File: src/rtl/exu_longpwbck_mc_if.sv
// Bus bundle for exu_longpwbck_mc: per-channel write-back requests, OITF retire view, final write-back port.
// slave = arbiter side, master = the surrounding pipeline (sources, OITF, regfile arbiter).
interface exu_longpwbck_mc_if #(
  parameter int NCH     = 2,
  parameter int XLEN    = 32,
  parameter int ITAG_W  = 2,
  parameter int RFIDX_W = 5
);
  logic [NCH-1:0]         ch_wbck_i_valid;
  logic [NCH-1:0]         ch_wbck_i_ready;
  logic [NCH*XLEN-1:0]    ch_wbck_i_data;
  logic [NCH*ITAG_W-1:0]  ch_wbck_i_itag;

  logic                   oitf_empty;
  logic [ITAG_W-1:0]      oitf_ret_ptr;
  logic                   oitf_ret_rdwen;
  logic [RFIDX_W-1:0]     oitf_ret_rdidx;
  logic                   oitf_ret_ena;

  logic                   longp_wbck_o_valid;
  logic                   longp_wbck_o_ready;
  logic [XLEN-1:0]        longp_wbck_o_data;
  logic [RFIDX_W-1:0]     longp_wbck_o_rdidx;

  modport slave (
    input  ch_wbck_i_valid, ch_wbck_i_data, ch_wbck_i_itag,
    input  oitf_empty, oitf_ret_ptr, oitf_ret_rdwen, oitf_ret_rdidx,
    input  longp_wbck_o_ready,
    output ch_wbck_i_ready, oitf_ret_ena,
    output longp_wbck_o_valid, longp_wbck_o_data, longp_wbck_o_rdidx
  );

  modport master (
    output ch_wbck_i_valid, ch_wbck_i_data, ch_wbck_i_itag,
    output oitf_empty, oitf_ret_ptr, oitf_ret_rdwen, oitf_ret_rdidx,
    output longp_wbck_o_ready,
    input  ch_wbck_i_ready, oitf_ret_ena,
    input  longp_wbck_o_valid, longp_wbck_o_data, longp_wbck_o_rdidx
  );
endinterface

File: src/rtl/exu_longpwbck_mc.sv
// Multi-channel long-pipe write-back arbiter: retires in OITF order through a one-entry output buffer.
// Optional macro LONGPWBCK_BYPASS_EN presents a result combinationally when the buffer is empty.
module exu_longpwbck_mc #(
  parameter int NCH     = 2,
  parameter int XLEN    = 32,
  parameter int ITAG_W  = 2,
  parameter int RFIDX_W = 5
) (
  input  logic                 clk,
  input  logic                 rst,
  exu_longpwbck_mc_if.slave    wb
);

  logic [NCH-1:0]            hit;
  logic [NCH-1:0]            sel;
  logic [NCH-1:0][XLEN-1:0]  ch_data;
  logic [XLEN-1:0]           win_data;
  logic                      taken;

  logic                      buf_vld_q, buf_vld_d;
  logic [XLEN-1:0]           buf_data_q, buf_data_d;
  logic [RFIDX_W-1:0]        buf_rdidx_q, buf_rdidx_d;

  logic                      buf_free;
  logic                      retire;
  logic                      load;
  logic                      byp;
  logic                      buf_ld;

  for (genvar k = 0; k < NCH; k++) begin : g_ch
    assign ch_data[k] = wb.ch_wbck_i_data[k*XLEN +: XLEN];
    assign hit[k]     = ~wb.oitf_empty &
                        (wb.ch_wbck_i_itag[k*ITAG_W +: ITAG_W] == wb.oitf_ret_ptr);
  end

  // Priority is taken on the itag hit alone, so a channel's ready never
  // depends on another channel's valid.
  always_comb begin
    sel      = '0;
    win_data = '0;
    taken    = 1'b0;
    for (int k = 0; k < NCH; k++) begin
      if (hit[k] && !taken) begin
        sel[k]   = wb.ch_wbck_i_valid[k];
        win_data = ch_data[k];
      end
      taken = taken | hit[k];
    end
  end

  assign buf_free           = ~buf_vld_q | wb.longp_wbck_o_ready;
  assign wb.ch_wbck_i_ready = sel & {NCH{(wb.oitf_ret_rdwen ? buf_free : 1'b1)}};
  assign retire             = |(wb.ch_wbck_i_valid & wb.ch_wbck_i_ready);
  assign wb.oitf_ret_ena    = retire;
  assign load               = retire & wb.oitf_ret_rdwen;

`ifdef LONGPWBCK_BYPASS_EN
  assign byp = ~buf_vld_q & load;
`else
  assign byp = 1'b0;
`endif

  // A bypassed result accepted in the same cycle never enters the buffer.
  assign buf_ld = load & ~(byp & wb.longp_wbck_o_ready);

  always_comb begin
    buf_vld_d   = buf_vld_q;
    buf_data_d  = buf_data_q;
    buf_rdidx_d = buf_rdidx_q;
    if (buf_ld) begin
      buf_vld_d   = 1'b1;
      buf_data_d  = win_data;
      buf_rdidx_d = wb.oitf_ret_rdidx;
    end else if (buf_vld_q && wb.longp_wbck_o_ready) begin
      buf_vld_d   = 1'b0;
    end
  end

  always_ff @(posedge clk) begin
    if (rst) begin
      buf_vld_q   <= 1'b0;
      buf_data_q  <= '0;
      buf_rdidx_q <= '0;
    end else begin
      buf_vld_q   <= buf_vld_d;
      buf_data_q  <= buf_data_d;
      buf_rdidx_q <= buf_rdidx_d;
    end
  end

  assign wb.longp_wbck_o_valid = buf_vld_q | byp;
  assign wb.longp_wbck_o_data  = byp ? win_data          : buf_data_q;
  assign wb.longp_wbck_o_rdidx = byp ? wb.oitf_ret_rdidx : buf_rdidx_q;

endmodule
File: src/flat_wrapper.sv
// flat-port wrapper written by rule: the top's interface ports become plain ports
module exu_longpwbck_mc_flat 
#(
  parameter int NCH     = 2,
  parameter int XLEN    = 32,
  parameter int ITAG_W  = 2,
  parameter int RFIDX_W = 5
)
  (clk, rst, wb_ch_wbck_i_valid, wb_ch_wbck_i_data, wb_ch_wbck_i_itag, wb_oitf_empty, wb_oitf_ret_ptr, wb_oitf_ret_rdwen, wb_oitf_ret_rdidx, wb_longp_wbck_o_ready, wb_ch_wbck_i_ready, wb_oitf_ret_ena, wb_longp_wbck_o_valid, wb_longp_wbck_o_data, wb_longp_wbck_o_rdidx);
  exu_longpwbck_mc_if #(.NCH(NCH), .XLEN(XLEN), .ITAG_W(ITAG_W), .RFIDX_W(RFIDX_W)) wb_i ();
  input  logic clk;
  input  logic rst;
  input wire logic [$bits(wb_i.ch_wbck_i_valid)-1:0] wb_ch_wbck_i_valid;
  input wire logic [$bits(wb_i.ch_wbck_i_data)-1:0] wb_ch_wbck_i_data;
  input wire logic [$bits(wb_i.ch_wbck_i_itag)-1:0] wb_ch_wbck_i_itag;
  input wire logic [$bits(wb_i.oitf_empty)-1:0] wb_oitf_empty;
  input wire logic [$bits(wb_i.oitf_ret_ptr)-1:0] wb_oitf_ret_ptr;
  input wire logic [$bits(wb_i.oitf_ret_rdwen)-1:0] wb_oitf_ret_rdwen;
  input wire logic [$bits(wb_i.oitf_ret_rdidx)-1:0] wb_oitf_ret_rdidx;
  input wire logic [$bits(wb_i.longp_wbck_o_ready)-1:0] wb_longp_wbck_o_ready;
  output wire logic [$bits(wb_i.ch_wbck_i_ready)-1:0] wb_ch_wbck_i_ready;
  output wire logic [$bits(wb_i.oitf_ret_ena)-1:0] wb_oitf_ret_ena;
  output wire logic [$bits(wb_i.longp_wbck_o_valid)-1:0] wb_longp_wbck_o_valid;
  output wire logic [$bits(wb_i.longp_wbck_o_data)-1:0] wb_longp_wbck_o_data;
  output wire logic [$bits(wb_i.longp_wbck_o_rdidx)-1:0] wb_longp_wbck_o_rdidx;
  assign wb_i.ch_wbck_i_valid = wb_ch_wbck_i_valid;
  assign wb_i.ch_wbck_i_data = wb_ch_wbck_i_data;
  assign wb_i.ch_wbck_i_itag = wb_ch_wbck_i_itag;
  assign wb_i.oitf_empty = wb_oitf_empty;
  assign wb_i.oitf_ret_ptr = wb_oitf_ret_ptr;
  assign wb_i.oitf_ret_rdwen = wb_oitf_ret_rdwen;
  assign wb_i.oitf_ret_rdidx = wb_oitf_ret_rdidx;
  assign wb_i.longp_wbck_o_ready = wb_longp_wbck_o_ready;
  assign wb_ch_wbck_i_ready = wb_i.ch_wbck_i_ready;
  assign wb_oitf_ret_ena = wb_i.oitf_ret_ena;
  assign wb_longp_wbck_o_valid = wb_i.longp_wbck_o_valid;
  assign wb_longp_wbck_o_data = wb_i.longp_wbck_o_data;
  assign wb_longp_wbck_o_rdidx = wb_i.longp_wbck_o_rdidx;
  exu_longpwbck_mc #(.NCH(NCH), .XLEN(XLEN), .ITAG_W(ITAG_W), .RFIDX_W(RFIDX_W)) u_core (.clk(clk), .rst(rst), .wb(wb_i));
endmodule
File: config.mk
export PLATFORM = sky130hd
export DESIGN_NAME = exu_longpwbck_mc_flat
export DESIGN_NICKNAME = d
export VERILOG_FILES = /design/src/rtl/exu_longpwbck_mc_if.sv /design/src/rtl/exu_longpwbck_mc.sv /design/src/flat_wrapper.sv
export SDC_FILE = /design/constraint.sdc
export NUM_CORES = 1
export LEC_CHECK = 0
export BUFFER_PORTS_ARGS = -buffer_cell sky130_fd_sc_hd__buf_2
export CAP_MARGIN = 30
export CORE_MARGIN = 3
export CORE_UTILIZATION = 39
export CTS_CLUSTER_SIZE = 12
export DETAILED_ROUTE_END_ITERATION = 10
export PLACE_DENSITY = 0.76
export REMOVE_ABC_BUFFERS = 1
export SLEW_MARGIN = 20
export SYNTH_ARGS = -nofsm -noshare
export SYNTH_HDL_FRONTEND = slang
export SYNTH_SLANG_ARGS = --single-unit
File: constraint.sdc
create_clock -name clk -period 1.8 [get_ports clk]
set_input_delay 0.18 -clock clk [delete_from_list [all_inputs] [get_ports clk]]
set_output_delay 0.18 -clock clk [all_outputs]
set_load 0.05 [all_outputs]
### Word-level counts from Yosys, hierarchy flattened

Cells that the tools add are included.

| storage, ports and cells | value |
|---|---|
| input bits | 82 |
| bits in registers | 38 |
| logic and storage cells | 25 |
| output and inout bits | 41 |

| cells by class | value |
|---|---|
| bitwise gates (word level) | 8 |
| multiplexer cells | 7 |
| reductions and logical operators | 5 |
| equality and inequality tests | 2 |

Operators by type and width:

| cell | count |
|---|---|
| 32-bit 2-to-1 mux | 2 |
| 1-bit 2-to-1 mux | 5 |
| 2-bit AND | 2 |
| 2-bit equality test | 2 |
| 1-bit AND | 3 |
| 1-bit logical AND | 2 |
| 1-bit NOT | 2 |
| 2-bit nonzero test | 1 |
| 2-bit OR reduction | 1 |
| 1-bit zero test | 1 |
| 1-bit bitwise OR | 1 |

### Logic depth before layout (Yosys ltp)

| logic depth | value |
|---|---|
| depth after elaboration | 10 |
| gate-level depth with buffers | 8 |
| gate-level depth less buffers | 5 |

### Worst setup path after synthesis

No wires, ideal clock.

| timing | value |
|---|---|
| kind | input to output |
| start point | input port wb_oitf_ret_ptr[0] |
| end point | output port wb_ch_wbck_i_ready[0] |
| slack | -0.571 ns |
| arrival | 2.191 ns |
| stages | 5 |
| path through | xor2_1 > or3_1 > buf_2 > buf_1 > nor3b_1 |

| on the way | value |
|---|---|
| cells in the longest elaborated chain, start to end | 4 |

RTL lines:

| item | line | text |
|---|---|---|
| start: declaration | flat_wrapper.sv:17 | `input wire logic [$bits(wb_i.oitf_ret_ptr)-1:0] wb_oitf_ret_ptr;` |
| 2-bit equality test | exu_longpwbck_mc.sv:33 | `(wb.ch_wbck_i_itag[k*ITAG_W +: ITAG_W] == wb.oitf_ret_ptr);` |
| 1-bit AND | exu_longpwbck_mc.sv:32 | `assign hit[k] = ~wb.oitf_empty &` |
| 1-bit 2-to-1 mux | exu_longpwbck_mc.sv:43 | `if (hit[k] && !taken) begin` |
| 2-bit AND | exu_longpwbck_mc.sv:52 | `assign wb.ch_wbck_i_ready = sel & {NCH{(wb.oitf_ret_rdwen ? buf_free : 1'b1)}};` |
| end: declaration | flat_wrapper.sv:21 | `output wire logic [$bits(wb_i.ch_wbck_i_ready)-1:0] wb_ch_wbck_i_ready;` |

No other way between the ends.

### Worst setup path in the final report

| timing | value |
|---|---|
| start point | input port wb_oitf_ret_ptr[0] |
| end point | output port wb_oitf_ret_ena |

| on the way | value |
|---|---|
| cells in the longest elaborated chain, start to end | 8 |
| elaborated cells between the ends (all ways) | 11 |

RTL lines:

| item | line | text |
|---|---|---|
| 2-bit equality test | exu_longpwbck_mc.sv:33 |  |
| 1-bit AND | exu_longpwbck_mc.sv:32 |  |
| 1-bit zero test | exu_longpwbck_mc.sv:43 |  |
| 1-bit logical AND | exu_longpwbck_mc.sv:43 |  |
| 1-bit 2-to-1 mux | exu_longpwbck_mc.sv:43 |  |
| 2-bit AND (*) | exu_longpwbck_mc.sv:52 |  |
| 2-bit AND (*) | exu_longpwbck_mc.sv:53 | `assign retire = \|(wb.ch_wbck_i_valid & wb.ch_wbck_i_ready);` |
| 2-bit OR reduction (*) | exu_longpwbck_mc.sv:53 |  |
| end: declaration | flat_wrapper.sv:22 | `output wire logic [$bits(wb_i.oitf_ret_ena)-1:0] wb_oitf_ret_ena;` |

Every way passes the cells marked *; elsewhere a longest branch is shown, timed or not.

==> reports/results.md <==
| Parameter | Value |
|:---|:---|
| End point of the most critical hold path | u_core.wb.longp_wbck_o_data[19] |
| Placeable core region | 0.00485 mm^2 |
| Most frequent CP cell | sky130_fd_sc_hd__buf_2 |
| Worst path required time | 1620 ps |
| Critical setup path kind | primary input to primary output |
| Dominant combinational cell family by area after synthesis | compound AO/OA/AOI/OAI gates |
| H-tree levels | 2 |
| Max-slew violation count | 0 |
| FF+latch count, synth | 38 |
| Final setup skew | 3.71 ps |
| Cell area reported after detailed placement | 0.00269 mm^2 |
| TritonCTS clock tree | yes |
| Routed wire length | 5810 um |
| Skew-Pair Late Insertion Delay | 280 ps |
| Layer carrying the most global-route usage | met2 |
| Last weighted congestion value of the routability-driven placer | 0.741 |
| Top cell type's share of synthesized area | 38.0% |
| Ports | 123 |
| Final worst-path cycle share | 95.2% |
| Adder-cell area share of the yosys netlist | 0% |
| Path type of the worst min-delay path | primary input to flip-flop |
| Clk slew on worst S/H paths | 80 ps |
| RSZ-0062 raised after global routing | false |
| Hold path cells | 3 |
| Estimated wirelength of the detail-placed design | 4160 um |
| Number of routed nets with antenna violations | 0 |
| Maximum capacitance violations | 0 |
| CTS Sinks | 38 |
| Complex-gate fraction of the synthesized area | 31.3% |
| Gate count after technology mapping | 227 |
| DR vias/cell | 5.32 |
| Total number of nets in the final design | 426 |
| Global routing met1 resource utilization | 23.3% |
| Crit path max fanout | 4 |
| Vias in the first global route | 2039 |
| Headroom to the max-slew limit | 62.0% |
| Number of detailed-route iterations in the first pass | 4 |
| Initial core utilization | 41.3% |
| Syn avg cell area | 8.82 um^2 |
| Cells taking the most area after synthesis | sky130_fd_sc_hd__dfxtp_1, sky130_fd_sc_hd__a311oi_2, sky130_fd_sc_hd__a21oi_1 |
| Length in cells of the worst reg-to-reg path | 4 |
| Number of hold buffers added after CTS | 0 |
| Met2 track demand over resource in global routing | 32.3% |
| Sequential fraction of the synthesis area | 38.0% |
| Fraction of final layout cells sized beyond drive strength 1 | 50.1% |
| Buffer depth of the longest clock path | 2 |
| Outcome | completed |
| Synth Cell Area | 0.00200 mm^2 |
| Hold_sp | wb_ch_wbck_i_data[19] |
| Post-detailed-route wirelength per cell | 14.1 um |
| DRC marker count from the first detailed-route iteration | 77 |
| Number of hold violations in the final report | 0 |
| Critical path's largest stage delay | 400 ps |
| Reg-to-Reg Start | u_core.wb.longp_wbck_o_valid |
| Highest clock frequency the design can meet | 0.584 GHz |
| Post-CTS Setup Bufs | 0 |
| Wire length of the first global-routing pass | 9280 um |
| FP Rows | 25 |
| Clock Tree Root | sky130_fd_sc_hd__clkbuf_8 |
| Netlist cell types | 24 |
| Summed area of non-filler cells in the final layout | 0.00281 mm^2 |
| R2R Path End | u_core.wb.longp_wbck_o_data[12] |
| Worst-Margin Slew | 570 ps |
| Initial antenna violation count | 0 |
| CP startpoint kind | primary input |
| Die width | 77.7 um |
| Total setup violations reported at the end of the flow | 0 |
| Lkg Pwr | 1.16 nW |
| Post-detailed-route DRC marker count | 0 |
| Antenna cells | 0 |
| Syn-to-layout area delta | 40.2% |
| Total GRT Usage | 18.7% |
| Crit path DAT | 1530 ps |
| Number of input and output port buffers inserted | 122 |
| WHS | 150 ps |
| Power per Cell Area | 778 mW/mm^2 |
| Die Y | 77.7 um |
| Setup TNS | 0 ps |
| Number of synthesis warnings | 0 |
| Library cell occupying the most area in the post-synthesis netlist | sky130_fd_sc_hd__dfxtp_1 |
| Met3 layer usage reported by global route | 4.41% |
| Maximum VDD drop | 0.000325 V |
| Critical path cell sequence | buf_2, xor2_1, or3_1, mux2_4, nor2b_1, buf_2 |
| CP Capture Type | primary output |
| Final worst path period need | 1710 ps |
| Post-Synth Simple-Gate Area | 21.5% |
| Share of the core filled with cells in the final layout | 57.9% |
| Maximum number of pins on one net before global-route repair | 38 |
| Share of cell area taken by muxes after synthesis | 0.750% |
| Post-synthesis xor/xnor area fraction | 1.75% |
| Inserted Clock Buffers | 5 |
| Die Area | 0.00603 mm^2 |
| Slowest-stage cell, CP | sky130_fd_sc_hd__or3_1 |
| Flop-to-flop setup slack | 340 ps |
| Total via count after detailed routing | 2191 |
| Global route total overflow | 0 |
==> worst max-delay path by stage <==
| stage | from | slack, ps | endpoint |
|---|---|---|---|
| floorplan | wb_ch_wbck_i_itag[2] | -810 | u_core.wb.longp_wbck_o_data[0] |
| global placement | wb_ch_wbck_i_itag[2] | -100 | u_core.wb.longp_wbck_o_data[30] |
| detailed placement | wb_ch_wbck_i_itag[2] | -160 | u_core.wb.longp_wbck_o_data[17] |
| CTS | wb_oitf_ret_ptr[0] | 50 | wb_ch_wbck_i_ready[0] |
| global route | wb_oitf_ret_ptr[0] | 30 | wb_ch_wbck_i_ready[0] |
| finish | wb_oitf_ret_ptr[0] | 90 | wb_oitf_ret_ena |
==> through the flow <==
stage / worst slack (ps) / power (mW) / instances
floorplan: -807 / 1.26 / 201
global placement: -99.8 / 1.49 / 404
detailed placement: -155 / 1.49 / 404
CTS: 47.7 / 2.20 / 412
global route: 25.9 / 2.28 / 412
finish: 86.5 / 2.19 / 412
==> logic make-up after synthesis <==
logic type      count (synthesis)
simple gates                   87
mux                             1
compound gates                 70
xor+xnor                        4
buf+inv                        27
flops                          38
==> flip-flops by register name, summed over array words and instances, names as in the netlist <==
name,count
u_core.wb.longp_wbck_o_data,32
u_core.wb.longp_wbck_o_valid,1
u_core.wb.longp_wbck_o_rdidx,5
==> area by class of cell <==
type / count / area [um^2]
clock inverter: 3 / 40.0
inverter: 1 / 3.75
multi-input combinational: 162 / 1120
sequential: 38 / 761
clock buffer: 5 / 68.8
fill: 450 / 2040
timing repair buffer: 136 / 734
tap: 67 / 83.8
==> placed cells by master (no fill, tap or decap), types with 2 or more instances in the layout <==
master / synthesis / final
sky130_fd_sc_hd__a21oi_1: 33 / 33
sky130_fd_sc_hd__a311oi_1: 7 / 7
sky130_fd_sc_hd__a311oi_2: 25 / 25
sky130_fd_sc_hd__buf_2: 3 / 121
sky130_fd_sc_hd__buf_4: 0 / 13
sky130_fd_sc_hd__clkbuf_8: 0 / 5
sky130_fd_sc_hd__clkinv_2: 0 / 2
sky130_fd_sc_hd__dfxtp_1: 38 / 38
sky130_fd_sc_hd__nand2_1: 34 / 34
sky130_fd_sc_hd__nand2b_1: 6 / 6
sky130_fd_sc_hd__nand3_1: 32 / 32
sky130_fd_sc_hd__nand4b_1: 5 / 5
sky130_fd_sc_hd__nor2_1: 2 / 2
sky130_fd_sc_hd__nor3_2: 0 / 2
sky130_fd_sc_hd__o21ai_0: 5 / 5
sky130_fd_sc_hd__xor2_1: 4 / 4
==> metal layers <==
metal / vias up / share of wire (%)
met3: 4 / 7.4
li1: 1076 / -
met5: - / 0
met1: 1014 / 44
met2: 97 / 48
met4: 0 / 0.69
==> what timing repair did <==
| item | 4_1_cts | 5_1_grt |
|---|---|---|
| gates resized for setup | 1 | 1 |
| endpoints found under the setup margin | 1 | 1 |
| endpoints found under the hold margin | 0 | 0 |
==> synth_stat cells, drive strengths merged <==
| cell type | number |
|---|---|
| o21ai | 5 |
| nor3 | 2 |
| inv | 1 |
| nand3 | 32 |
| a21oi | 33 |
| mux2 | 1 |
| xor2 | 4 |
| nor2 | 2 |
| nand4b | 5 |
| a311oi | 32 |
| nand2b | 6 |
| dfxtp | 38 |
| clkbuf | 17 |
| and2 | 2 |
| nor3b | 1 |
| or3 | 1 |
| nand2 | 34 |
| buf | 9 |
| nor2b | 1 |
| nor4b | 1 |
==> power by group <==
part	total, mW	internal, mW	switching (mW)
combinational	0.576	0.203	0.373
clock	0.710	0.408	0.302
sequential	0.900	0.880	0.0199
==> critical path: cells and delay by family <==
family,cells,cell delay [ps]
xor gates and xnor gates,1,170
buffers and inverters,2,320
muxes,1,330
and+or+nand+nor,2,530
Note: power is estimated with default switching activity, not from simulation.
